## src/rtl/draw_bars_pkg.sv

```systemverilog
// Shared constants, colours and the timing/pixel bus type for the draw-stage chain.
package draw_bars_pkg;

    localparam int unsigned CNT_W     = 12;
    localparam int unsigned RGB_W     = 12;
    localparam int unsigned SAMPLE_W  = 12;
    localparam int unsigned IDX_W     = 4;
    localparam int unsigned NUM_CHAN  = 13;

    localparam int unsigned DEF_BAR_X0      = 64;
    localparam int unsigned DEF_BAR_PITCH   = 56;
    localparam int unsigned DEF_BAR_W       = 40;
    localparam int unsigned DEF_BASE_Y      = 560;
    localparam int unsigned DEF_SCALE_SHIFT = 4;

    localparam logic [SAMPLE_W-1:0] DEF_LIMIT   = 12'hC00;
    localparam logic [RGB_W-1:0]    COLOR_GREEN = 12'h0F0;
    localparam logic [RGB_W-1:0]    COLOR_RED   = 12'hF00;

    // Timing counters, strobes and pixel colour travelling between draw stages.
    typedef struct packed {
        logic [CNT_W-1:0] vcount;
        logic             vsync;
        logic             vblnk;
        logic [CNT_W-1:0] hcount;
        logic             hsync;
        logic             hblnk;
        logic [RGB_W-1:0] rgb;
    } vga_bus_t;

    function automatic logic [SAMPLE_W-1:0] bar_height(
        input logic [SAMPLE_W-1:0] sample,
        input int unsigned         shift
    );
        return sample >> shift;
    endfunction

endpackage

```

## src/rtl/draw_bars_bar_regs.sv

```systemverilog
// Double-buffered channel sample store: writes land in pending, copied to active
// on each rising edge of vertical blanking so a frame never sees a torn update.
module bar_regs
    import draw_bars_pkg::*;
(
    input  logic                clk_i,
    input  logic                rst_ni,
    input  logic                we_i,
    input  logic [IDX_W-1:0]    idx_i,
    input  logic [SAMPLE_W-1:0] data_i,
    input  logic                vblnk_i,
    input  logic [IDX_W-1:0]    rd_idx_i,
    output logic [SAMPLE_W-1:0] rd_data_c_o
);

    logic [SAMPLE_W-1:0] pending_q [NUM_CHAN];
    logic [SAMPLE_W-1:0] active_q  [NUM_CHAN];
    logic                vblnk_q;
    logic                commit_c;

    assign commit_c = vblnk_i & ~vblnk_q;

    // Commit reads pending before the same-cycle write lands, deferring it a frame.
    always_ff @(posedge clk_i or negedge rst_ni) begin
        if (!rst_ni) begin
            vblnk_q <= 1'b0;
            for (int unsigned i = 0; i < NUM_CHAN; i++) begin
                pending_q[i] <= '0;
                active_q[i]  <= '0;
            end
        end else begin
            vblnk_q <= vblnk_i;
            if (commit_c) begin
                for (int unsigned i = 0; i < NUM_CHAN; i++) begin
                    active_q[i] <= pending_q[i];
                end
            end
            if (we_i && (idx_i < IDX_W'(NUM_CHAN))) begin
                pending_q[idx_i] <= data_i;
            end
        end
    end

    assign rd_data_c_o = (rd_idx_i < IDX_W'(NUM_CHAN)) ? active_q[rd_idx_i] : '0;

endmodule

```

## src/rtl/draw_bars.sv

```systemverilog
// Bar-graph overlay stage: tracks bar columns with counters (no divider) and
// composites per-channel bars over the upstream pixel, two cycles of latency.
module draw_bars
    import draw_bars_pkg::*;
#(
    parameter int unsigned          BAR_X0      = DEF_BAR_X0,
    parameter int unsigned          BAR_PITCH   = DEF_BAR_PITCH,
    parameter int unsigned          BAR_W       = DEF_BAR_W,
    parameter int unsigned          BASE_Y      = DEF_BASE_Y,
    parameter int unsigned          SCALE_SHIFT = DEF_SCALE_SHIFT,
    parameter logic [SAMPLE_W-1:0]  LIMIT       = DEF_LIMIT,
    parameter logic [RGB_W-1:0]     BAR_COLOR   = COLOR_GREEN,
    parameter logic [RGB_W-1:0]     ALARM_COLOR = COLOR_RED
) (
    input  logic                pclk,
    input  logic                rst,
    input  logic [CNT_W-1:0]    vcount_in,
    input  logic [CNT_W-1:0]    hcount_in,
    input  logic                vsync_in,
    input  logic                vblnk_in,
    input  logic                hsync_in,
    input  logic                hblnk_in,
    input  logic [RGB_W-1:0]    rgb_in,
    input  logic                chan_we,
    input  logic [IDX_W-1:0]    chan_idx,
    input  logic [SAMPLE_W-1:0] chan_data,
    output logic [CNT_W-1:0]    vcount_out,
    output logic [CNT_W-1:0]    hcount_out,
    output logic                vsync_out,
    output logic                vblnk_out,
    output logic                hsync_out,
    output logic                hblnk_out,
    output logic [RGB_W-1:0]    rgb_out
);

    localparam int unsigned     PX_W     = (BAR_PITCH > 1) ? $clog2(BAR_PITCH) : 1;
    localparam logic [IDX_W-1:0] LAST_COL = IDX_W'(NUM_CHAN - 1);

    vga_bus_t            bus_in;
    vga_bus_t            s1_q;
    vga_bus_t            s2_q;
    vga_bus_t            s2_d;
    logic [PX_W-1:0]     px_q;
    logic [PX_W-1:0]     px_d;
    logic [IDX_W-1:0]    col_q;
    logic [IDX_W-1:0]    col_d;
    logic                in_region_q;
    logic                in_region_d;
    logic [SAMPLE_W-1:0] sample_c;
    logic [SAMPLE_W-1:0] height_c;
    logic [CNT_W-1:0]    depth_c;
    logic                in_bar_c;

    assign bus_in = '{vcount: vcount_in, vsync: vsync_in, vblnk: vblnk_in,
                      hcount: hcount_in, hsync: hsync_in, hblnk: hblnk_in,
                      rgb: rgb_in};

    bar_regs u_bar_regs (
        .clk_i       (pclk),
        .rst_ni      (rst),
        .we_i        (chan_we),
        .idx_i       (chan_idx),
        .data_i      (chan_data),
        .vblnk_i     (vblnk_in),
        .rd_idx_i    (col_q),
        .rd_data_c_o (sample_c)
    );

    // Stage 1: pixel-within-pitch and column counters, restarted at the left edge.
    always_comb begin
        px_d        = px_q;
        col_d       = col_q;
        in_region_d = in_region_q;
        if (hblnk_in) begin
            in_region_d = 1'b0;
        end else if (hcount_in == CNT_W'(BAR_X0)) begin
            px_d        = '0;
            col_d       = '0;
            in_region_d = 1'b1;
        end else if (in_region_q) begin
            if (px_q == PX_W'(BAR_PITCH - 1)) begin
                px_d = '0;
                if (col_q == LAST_COL) begin
                    in_region_d = 1'b0;
                end else begin
                    col_d = col_q + IDX_W'(1);
                end
            end else begin
                px_d = px_q + PX_W'(1);
            end
        end
    end

    // Stage 2: bar hit test against the counters registered with px/col.
    always_comb begin
        height_c = bar_height(sample_c, SCALE_SHIFT);
        depth_c  = CNT_W'(BASE_Y) - s1_q.vcount;
        in_bar_c = in_region_q
                && (px_q < PX_W'(BAR_W))
                && (s1_q.vcount <= CNT_W'(BASE_Y))
                && (depth_c < height_c);
        s2_d     = s1_q;
        if (!s1_q.hblnk && !s1_q.vblnk && in_bar_c) begin
            s2_d.rgb = (sample_c >= LIMIT) ? ALARM_COLOR : BAR_COLOR;
        end
    end

    always_ff @(posedge pclk or negedge rst) begin
        if (!rst) begin
            s1_q        <= '0;
            s2_q        <= '0;
            px_q        <= '0;
            col_q       <= '0;
            in_region_q <= 1'b0;
        end else begin
            s1_q        <= bus_in;
            s2_q        <= s2_d;
            px_q        <= px_d;
            col_q       <= col_d;
            in_region_q <= in_region_d;
        end
    end

    assign vcount_out = s2_q.vcount;
    assign hcount_out = s2_q.hcount;
    assign vsync_out  = s2_q.vsync;
    assign vblnk_out  = s2_q.vblnk;
    assign hsync_out  = s2_q.hsync;
    assign hblnk_out  = s2_q.hblnk;
    assign rgb_out    = s2_q.rgb;

endmodule

```

## config.mk

```make
export PLATFORM = sky130hd
export DESIGN_NAME = draw_bars
export DESIGN_NICKNAME = d
export VERILOG_FILES = /design/src/rtl/draw_bars_pkg.sv /design/src/rtl/draw_bars_bar_regs.sv /design/src/rtl/draw_bars.sv
export SDC_FILE = /design/constraint.sdc
export NUM_CORES = 1
export LEC_CHECK = 0
export CAP_MARGIN = 20
export CORE_AREA = 2 2 165 167
export DETAILED_ROUTE_END_ITERATION = 7
export DIE_AREA = 0 0 167 169
export PLACE_DENSITY = 0.75
export REMOVE_ABC_BUFFERS = 1
export SLEW_MARGIN = 10
export SYNTH_ARGS = -nofsm -noshare
export SYNTH_HDL_FRONTEND = slang
export SYNTH_SLANG_ARGS = --single-unit
```

## constraint.sdc

```tcl
create_clock -name pclk -period 5.39 [get_ports pclk]
set_input_delay 0.539 -clock pclk [delete_from_list [all_inputs] [get_ports pclk]]
set_output_delay 0.539 -clock pclk [all_outputs]
set_load 0.1 [all_outputs]
```

# After elaboration in Yosys (flattened, before gate mapping)
# Cells that the tools add are included.
# word_totals
reg_bits,403
input_bits,59
output_inout_bits,40
elab_cells,98
# op_classes
addsub,3
magnitude_cmp,9
eq_ne,4
n_mux,21
bitwise_logic,5
reduce_logical,13
# op_table
op,n
$bwmux W156,1
$mux W12,6
$bmux W12 S4,1
$demux W12 S4,1
$mux W6,3
$mux W4,4
$eq A12 B7 Y1 const B,1
$ge A12 B12 Y1 const B,1
$le A12 B10 Y1 const B,1
$lt A12 B8 Y1,1
$sub A10 B12 Y12 const A,1
$ge A5 B5 Y1 const B,2
$not A4 Y5,2
$lt A4 B4 Y1 const B,2
$logic_and A1 B1 Y1,7
$add A6 B1 Y6 const B,1
$eq A6 B6 Y1 const B,1
$lt A6 B6 Y1 const B,1
$lt A5 B1 Y1 const B,1
$mux W1,5
$add A4 B1 Y4 const B,1
$eq A4 B4 Y1 const B,1
$reduce_and A4 Y1,1
$reduce_bool A2 Y1,2
5 further kinds,7

# Longest topological paths before layout
# Gate-level depths: netlist (run 1).
# logic_depth
depth_word,9
depth_mapped,15
ltp_nobuf,12

# Hierarchy
# From an unflattened synthesis (run 1), not the netlist that was laid out.
# unflattened
cells_unflattened,1040
area_unflattened_um2,16241.8
# modules_own_cells
module,n_inst,cells_per_inst,area_per_inst_um2
bar_regs,1,820,13068.8
draw_bars,1,220,3173.0

# Least setup slack after synthesis (run 1)
# No wires, ideal clock.
# synth_timing
kind,register -> register
startpoint,reg col_q[0]
endpoint,"reg s2_q, in the netlist rgb_out[10]"
setup_ps,128
t_arrival_ps,3126
setup_slack_ps,2136
path_stages_with_launch,14
n_path_buf,4
period_less_slack_ps,3254
path_cell_list,dfrtp_1 buf_4 buf_6 buf_2 mux4_2 nand2_1 a31o_2 ha_1 a31o_2 a211o_1 nor4b_2 and3_4 buf_6 o21ai_1
# synth_lines
item,line_no,source
from (decl),draw_bars.sv:45,logic [IDX_W-1:0] col_q;
from (signal assigned),draw_bars.sv:119,col_q <= col_d;
to (signal assigned),draw_bars.sv:111,s2_q <= '0;
to (signal assigned),draw_bars.sv:117,s2_q <= s2_d;
to (decl),draw_bars.sv:41,vga_bus_t s2_q;

==> summary.txt, run 1 <==
Clock tree
  • # clock sinks: between 200 and 300
  • TritonCTS clock tree: done
  • CTS resizes: 0
  • CTS Hold Buffers Added: 0
  • Num CTS Buffers: 29
  • Setup Fix Bufs, Post-CTS: 0
  • Clock root buffer: clkbuf_16
  • Clk_lat worst skew: about 550 ps
  • Worst-path clk slew: roughly 60 ps
  • Htree depth: 1
  • Clock Tree Buf Depth: 3

Power and ir drop
  • Total power: 0.00595 W
  • Max rail drop VDD: approximately 0.33 mV
  • Gate power share: 0.157
  • Sequential Power Share: 0.494
  • PwrDens: roughly 420 nW/um2
  • Power Internal: ~0.0045 W
  • NetSw: 0.00147 W
  • Static leakage: about 6 nW
  • Clock network fraction of total power: 0.349
  • Net Sw Frac: 0.248

Synthesis
  • Async set-reset flop share out of synthesis: 1.00
  • XOR/XNOR Fraction of Synth Area: 0.00671
  • Mux cell area share after synthesis: 0.246
  • Syn Inst Count: between 700 and 800
  • Post-synth EDFFs: 0
  • Yosys warnings: 0
  • Simple logic cell fraction of the synthesized area: 0.0481
  • Synth Area in Adders: 0.0128
  • Largest family of logic cells by synthesized area: multiplexers
  • Synth Area per Inst: 15.6 um2
  • Synth Register Bits: 299
  • Mapped Area: 11700 um2
  • Sequential share of the synthesized area: 0.637
  • Ys flop type: dfrtp_1
  • Compound-cell area share of the yosys netlist: 0.0312
  • Distinct cells, synth: 50

Worst setup path
  • Peak fanout along the critical path: 23
  • Worst-path cell chain: inv_1, ha_1, and2_1, a221oi_1, a31o_2, ha_1, a31o_2, a211o_1, nor4b_2, nand4b_2, o21a_1
  • Slowest library cell on the worst path: dfrtp_2
  • CP startpoint kind: register
  • Crit. End Element: register
  • CP required: slightly below 6000 ps
  • Worst path max stage delay: a little over 900 ps
  • Crit path DAT: approximately 4400 ps
  • Critical path class: reg -> reg
  • FF-to-FF path depth: 11

Global route
  • Gr busiest metal: met2
  • Pin count of the biggest net entering global routing: between 100 and 150
  • Met3 usage: 0.0325
  • GRT Resource Usage Total: 0.172
  • Grt ovf: 0
  • First-pass GRT wire length: 38400 um
  • GR Layer Usage met1: 0.243
  • Initial antenna violation count: 0
  • GR Util met2: 0.281
  • Vias in the first global route: slightly below 7000

Layout
  • Fillers: 2122
  • Final std cells w/o fill: 1217
  • Nets: just over 900
  • Commonest non-fill, non-tap cell in the layout: dfrtp_1
  • Area delta synth->final: 19.7%
  • Most frequent cells in the layout: dfrtp_1, mux2_2, clkdlybuf4s50_1, nand2_1, clkbuf_16
  • Share of cells above drive strength 1: 0.352
  • # diodes: 0

Place
  • Detailed Place HPWL: 14900 um
  • Inst Count DP: 1163
  • IO buf count: 94
  • RePlAce Congestion: 0.744

Floorplan
  • Die height: approximately 170 um
  • Core area: roughly 27000 um2
  • Starting Density: 0.443
  • Top-level port count: 99
  • Die Wd: between 150 and 200 um
  • Die area: between 20000 and 30000 um2
  • Row cnt: 60

Outcome
  • Status: finished clean

Drt
  • Post-detailed-route count of antenna-violating nets: 0
  • Initial DRC count: approximately 520
  • DR DRC count: 0
  • Drt pass-1 iters: 5
  • Wirelength per Cell: 19.5 um
  • Routed via count: between 6000 and 7000
  • Total Routed Length: 23700 um
  • Vias per cell: 5.38

STA
  • Final Hold Vio Count: 0
  • Measured slew at the worst slew-check pin: 1100 ps
  • Unrepaired setup endpoints after global routing: false
  • Final setup skew: 26.0 ps
  • Final Cycle Share: 0.732
  • Max-slew violations: 0
  • Setup Viol. Count Final: 0
  • Rel. slew slack: 0.265
  • Max Fclk: roughly 250 MHz
  • Final Critical Period: just under 4000 ps

Flow run
  • Number of max-cap violations: 0

Hold path
  • Hold WC Path Type: in -> async
logic make-up after synthesis:
kind of cell | count (synthesis)
fa+ha+maj | 12
mux | 232
buf+inv | 49
flops | 299
xor+xnor | 9
simple gates | 101
compound gates | 53
power groups by stage:
stage | combinational, W | clock [W] | sequential (W)
3_3_place_gp | 0.000907 | 0 | 0.00295
4_1_cts | 0.000948 | 0.00213 | 0.00294
2_1_floorplan | 0.000596 | 0 | 0.00301
5_1_grt | 0.00101 | 0.00221 | 0.00300
6_report | 0.000934 | 0.00207 | 0.00294
3_5_place_dp | 0.000940 | 0 | 0.00298
registers in the layout, indices dropped and copies added (netlist names):
| name | count |
|---|---|
| col_q | 4 |
| px_q | 6 |
| u_bar_regs.active_q | 104 |
| vsync_out | 1 |
| hsync_out | 1 |
| in_region_q | 1 |
| vcount_out | 12 |
| hcount_out | 12 |
| vblnk_out | 1 |
| hblnk_out | 1 |
| u_bar_regs.pending_q | 104 |
| rgb_out | 12 |
| s1_q | 39 |
| u_bar_regs.vblnk_q | 1 |
metal layers:
metal | routed length, um | share of wire | vias to the layer above
li1 | - | - | 2918
met4 | 367 | 0.015 | 0
met2 | 11800 | 0.50 | 158
met1 | 10400 | 0.44 | 3436
met5 | 0 | 0 | -
met3 | 1230 | 0.052 | 35
critical path, delay by kind of cell, from the launching register on:
| family | cells | cell delay [ps] |
|---|---|---|
| AO/OA/AOI/OAI | 5 | 1290 |
| adder cells (fa/ha/maj) | 2 | 550 |
| buffers and inverters | 1 | 190 |
| flip-flops | 1 | 910 |
| AND/OR/NAND/NOR | 3 | 870 |
cells in the mapped netlist (7+ instances only):
master	n	area [um2]
a221oi_1	7	61.3
ha_1	12	150
nand2_1	29	109
inv_1	11	41.3
mux2_2	208	2340
nor2_1	18	67.6
dfrtp_1	299	7480
nand3_1	7	35.0
nand4_1	7	43.8
clkbuf_1	24	90.1
o21ai_0	10	50.1
mux4_2	24	541
a31o_2	7	61.3
per-stage QoR:
| stage | hold WS, ps | setup TNS [ps] | setup slack, ps | util | cell area (um2) |
|---|---|---|---|---|---|
| floorplan | 243 | -43480 | -418 | - | 11600 |
| global placement | 332 | 0 | 1480 | 0.492 | 13000 |
| detailed placement | 335 | 0 | 1400 | 0.493 | 13100 |
| CTS | 55.1 | 0 | 1360 | 0.530 | 14100 |
| global route | 89.9 | 0 | 1100 | 0.530 | 14100 |
| finish | 26.6 | 0 | 1440 | 0.530 | 14100 |
area by class of cell:
class	instances	area, um2	area share
Inverter	12	45.0	0.00320
Timing Repair Buffer	104	1050	0.0747
Sequential cell	299	7480	0.532
Tap cell	341	427	0.0304
Clock buffer	41	851	0.0605
Clock inverter	13	151	0.0108
Multi-Input combinational cell	407	4050	0.288
final timing paths:
check	slack, ps	start	to
setup / recovery	1440	col_q[0]	rgb_out[4]
hold / removal	30	rst	hcount_out[5]
setup reg to reg	1440	col_q[0]	rgb_out[4]
hold reg to reg	350	s1_q[20]	hcount_out[6]
max in group asynchronous	4010	rst	u_bar_regs.active_q[19]
min in group pclk	350	s1_q[20]	hcount_out[6]
Note: power is estimated with default switching activity, not from simulation.
==> inputs of run 2 (changes only) <==
--- a/config.mk
+++ b/config.mk
@@ -9,7 +9,7 @@
 export CORE_AREA = 2 2 165 167
 export DETAILED_ROUTE_END_ITERATION = 7
 export DIE_AREA = 0 0 167 169
-export PLACE_DENSITY = 0.75
+export PLACE_DENSITY = 0.77
 export REMOVE_ABC_BUFFERS = 1
 export SLEW_MARGIN = 10
 export SYNTH_ARGS = -nofsm -noshare
==> constraint.sdc (replaced) <==
create_clock -name pclk -period 3.15 [get_ports pclk]
set_input_delay 0.315 -clock pclk [delete_from_list [all_inputs] [get_ports pclk]]
set_output_delay 0.315 -clock pclk [all_outputs]
set_load 0.1 [all_outputs]
==> summary.txt, run 2 (synthesis gave the netlist of run 1 again) <==
Drt
  • Total Routed Length: 25000 um (+5.4%)
  • Wirelength per Cell: 19.9 um (+1.9%)
  • Vias per cell: 5.35 (-0.55%)
  • Routed via count: 6736 (+2.9%)
  • DR DRC count: 0 (unchanged)
  • Drt pass-1 iters: 4 (-1)
  • Initial DRC count: 453 (-13%)
  • Post-detailed-route count of antenna-violating nets: 0 (unchanged)

Worst setup path
  • Critical path class: reg -> reg
  • Flop2flop setup slack: -180 ps (-1620 ps)
  • CP startpoint kind: register
  • CP required: 3570 ps (-2260 ps)
  • Crit path DAT: 3750 ps (-630 ps)
  • Peak fanout along the critical path: 6 (-74%)
  • Crit. End Element: register

Outcome
  • Status: finished with violations
  • Failing checks: negative setup slack

Clock tree
  • # clock sinks: 299 (unchanged)
  • Htree depth: 1 (unchanged)
  • Num CTS Buffers: 30 (+3.4%)
  • Clock root buffer: clkbuf_16
  • TritonCTS clock tree: done
  • Clock Tree Buf Depth: 3 (unchanged)
  • Worst-path clk slew: 70 ps (about the same)
  • Clk_lat worst skew: 550 ps (about the same)

STA
  • Final Hold Vio Count: 0 (unchanged)
  • Max-slew violations: 0 (unchanged)
  • Final hold slack: 204 ps (+177 ps)
  • Max Fclk: 301 MHz (+19%)
  • Rel. slew slack: 0.335 (+0.0699)
  • Final Critical Period: 3330 ps (-619 ps)
  • Final setup skew: 10.5 ps (-15.5 ps)
  • Measured slew at the worst slew-check pin: 994 ps (-104 ps)
  • Final setup TNS: -1880 ps (-1880 ps)
  • Worst setup margin: -176 ps (-1620 ps)
  • Final Cycle Share: 1.06 (+0.324)
  • Unrepaired setup endpoints after global routing: true
  • Setup Viol. Count Final: 12 (+12)

Layout
  • Most frequent cells in the layout: dfrtp_1, mux2_2, clkdlybuf4s50_1, buf_4, clkbuf_16
  • Nets: 965 (+4.4%)
  • # diodes: 0 (unchanged)
  • Area delta synth->final: 24.1%
  • Final std cells w/o fill: 1259 (+3.5%)
  • Commonest non-fill, non-tap cell in the layout: dfrtp_1
  • Top Registers: u_bar_regs.active_q: 104 flops, u_bar_regs.pending_q: 104 flops, s1_q: 39 flops
  • Share of cells above drive strength 1: 0.389 (+0.0373)
  • Design Area, Final: 14600 um2 (+3.7%)
  • Seq. cell area: 7480 um2 (unchanged)
  • Fillers: 2038 (-4.0%)
  • Multi-input gate area: 4160 um2 (+2.8%)

Global route
  • GRT Resource Usage Total: 0.179 (+0.00675)
  • GR Util met2: 0.304 (+0.0233)
  • Vias in the first global route: 7163 (+4.0%)
  • GR Layer Usage met1: 0.241 (-0.00213)
  • Pin count of the biggest net entering global routing: 96 (-26%)
  • First-pass GRT wire length: 39900 um (+3.8%)
  • Initial antenna violation count: 0 (unchanged)
  • Grt ovf: 0 (unchanged)
  • Gr busiest metal: met2
  • Met3 usage: 0.0327 (+0.000234)

Place
  • Inst Count DP: 1195 (+2.8%)
  • RePlAce Congestion: 0.791 (+6.3%)
  • IO buf count: 94 (unchanged)
  • Detailed Place HPWL: 16100 um (+7.6%)
  • Area post-placement: 13300 um2 (+2.2%)
  • Worst slack, placed: -178 ps (-1580 ps)

Floorplan
  • Die Wd: 167 um (unchanged)
  • Top-level port count: 99 (unchanged)
  • Starting Density: 0.443 (unchanged)
  • Row cnt: 60 (unchanged)
  • Die area: 28200 um2 (unchanged)
  • Die height: 169 um (unchanged)
  • Core area: 26500 um2 (unchanged)

Hold path
  • Hold WC Path Type: in -> reg

Power and ir drop
  • Max rail drop VDD: 0.705 mV (+120%)
  • PwrDens: 720 nW/um2 (+70%)
  • Static leakage: 6.31 nW (+4.5%)

Flow run
  • Number of max-cap violations: 0 (unchanged)
run 2: changes by cell type in the layout (fill, tap and decap cells not counted), moves of 2 or more:
cell	change
nor4b_2	-2
clkbuf_16	+2
clkbuf_8	-3
buf_4	+33
buf_12	+4
a221oi_2	+2
a221oi_1	-3
nor4b_4	+2
run 2: power by group:
group | switching [W] | internal (W) | total [W]
Clock | 0.00148 | 0.00225 | 0.00373
Combinational | 0.000745 | 0.000967 | 0.00171
Sequential | 0.000416 | 0.00464 | 0.00505
Total | 0.00264 | 0.00785 | 0.0105
run 2: through the flow:
stage / utilization / power, W
after floorplan: - / 0.00617
after global placement: 0.503 / 0.00666
after detailed placement: 0.503 / 0.00677
after CTS: 0.548 / 0.0106
after global routing: 0.550 / 0.0109
final: 0.550 / 0.0105
run 2: layout make-up:
| type | count | share of cell area |
|---|---|---|
| timing repair buffer | 143 | 0.0960 |
| inverter | 12 | 0.00309 |
| clock inverter | 15 | 0.0131 |
| clock buffer | 41 | 0.0592 |
| multi-input combinational | 408 | 0.286 |
| tap | 341 | 0.0293 |
| sequential | 299 | 0.514 |
run 2: path summary, 6_finish.rpt:
check,from,to,depth (start not counted)
min in group asynchronous,rst,hcount_out[7],2
max in group asynchronous,rst,u_bar_regs.pending_q[69],3
setup reg to reg,col_q[0],rgb_out[10],11
hold / removal,vcount_in[4],s1_q[32],1
hold reg to reg,s1_q[14],hcount_out[0],0
setup / recovery,col_q[0],rgb_out[10],11
run 2: routing by layer:
metal	part of all wire	wire (um)
met1	0.45	11200
met2	0.49	12200
met3	0.044	1100
met4	0.020	509
met5	0	0
run 2: critical path: stages (launching register included):
cell and delay [ps]:
dfrtp_2 480, buf_6 130, mux4_2 520, a221oi_4 300
a31oi_4 80, o21ai_2 100, ha_1 270, a31o_2 220
a211o_4 350, nor4b_4 380, and3_4 290, o21ai_1 70
run 2: what timing repair did:
item,CTS,global route
endpoints found under the hold margin,77,0
pin swaps,9,8
setup endpoints to repair,12,12
cloned,1,0
buffers inserted,5,1
hold buffers,1,0
gates resized for setup,15,4
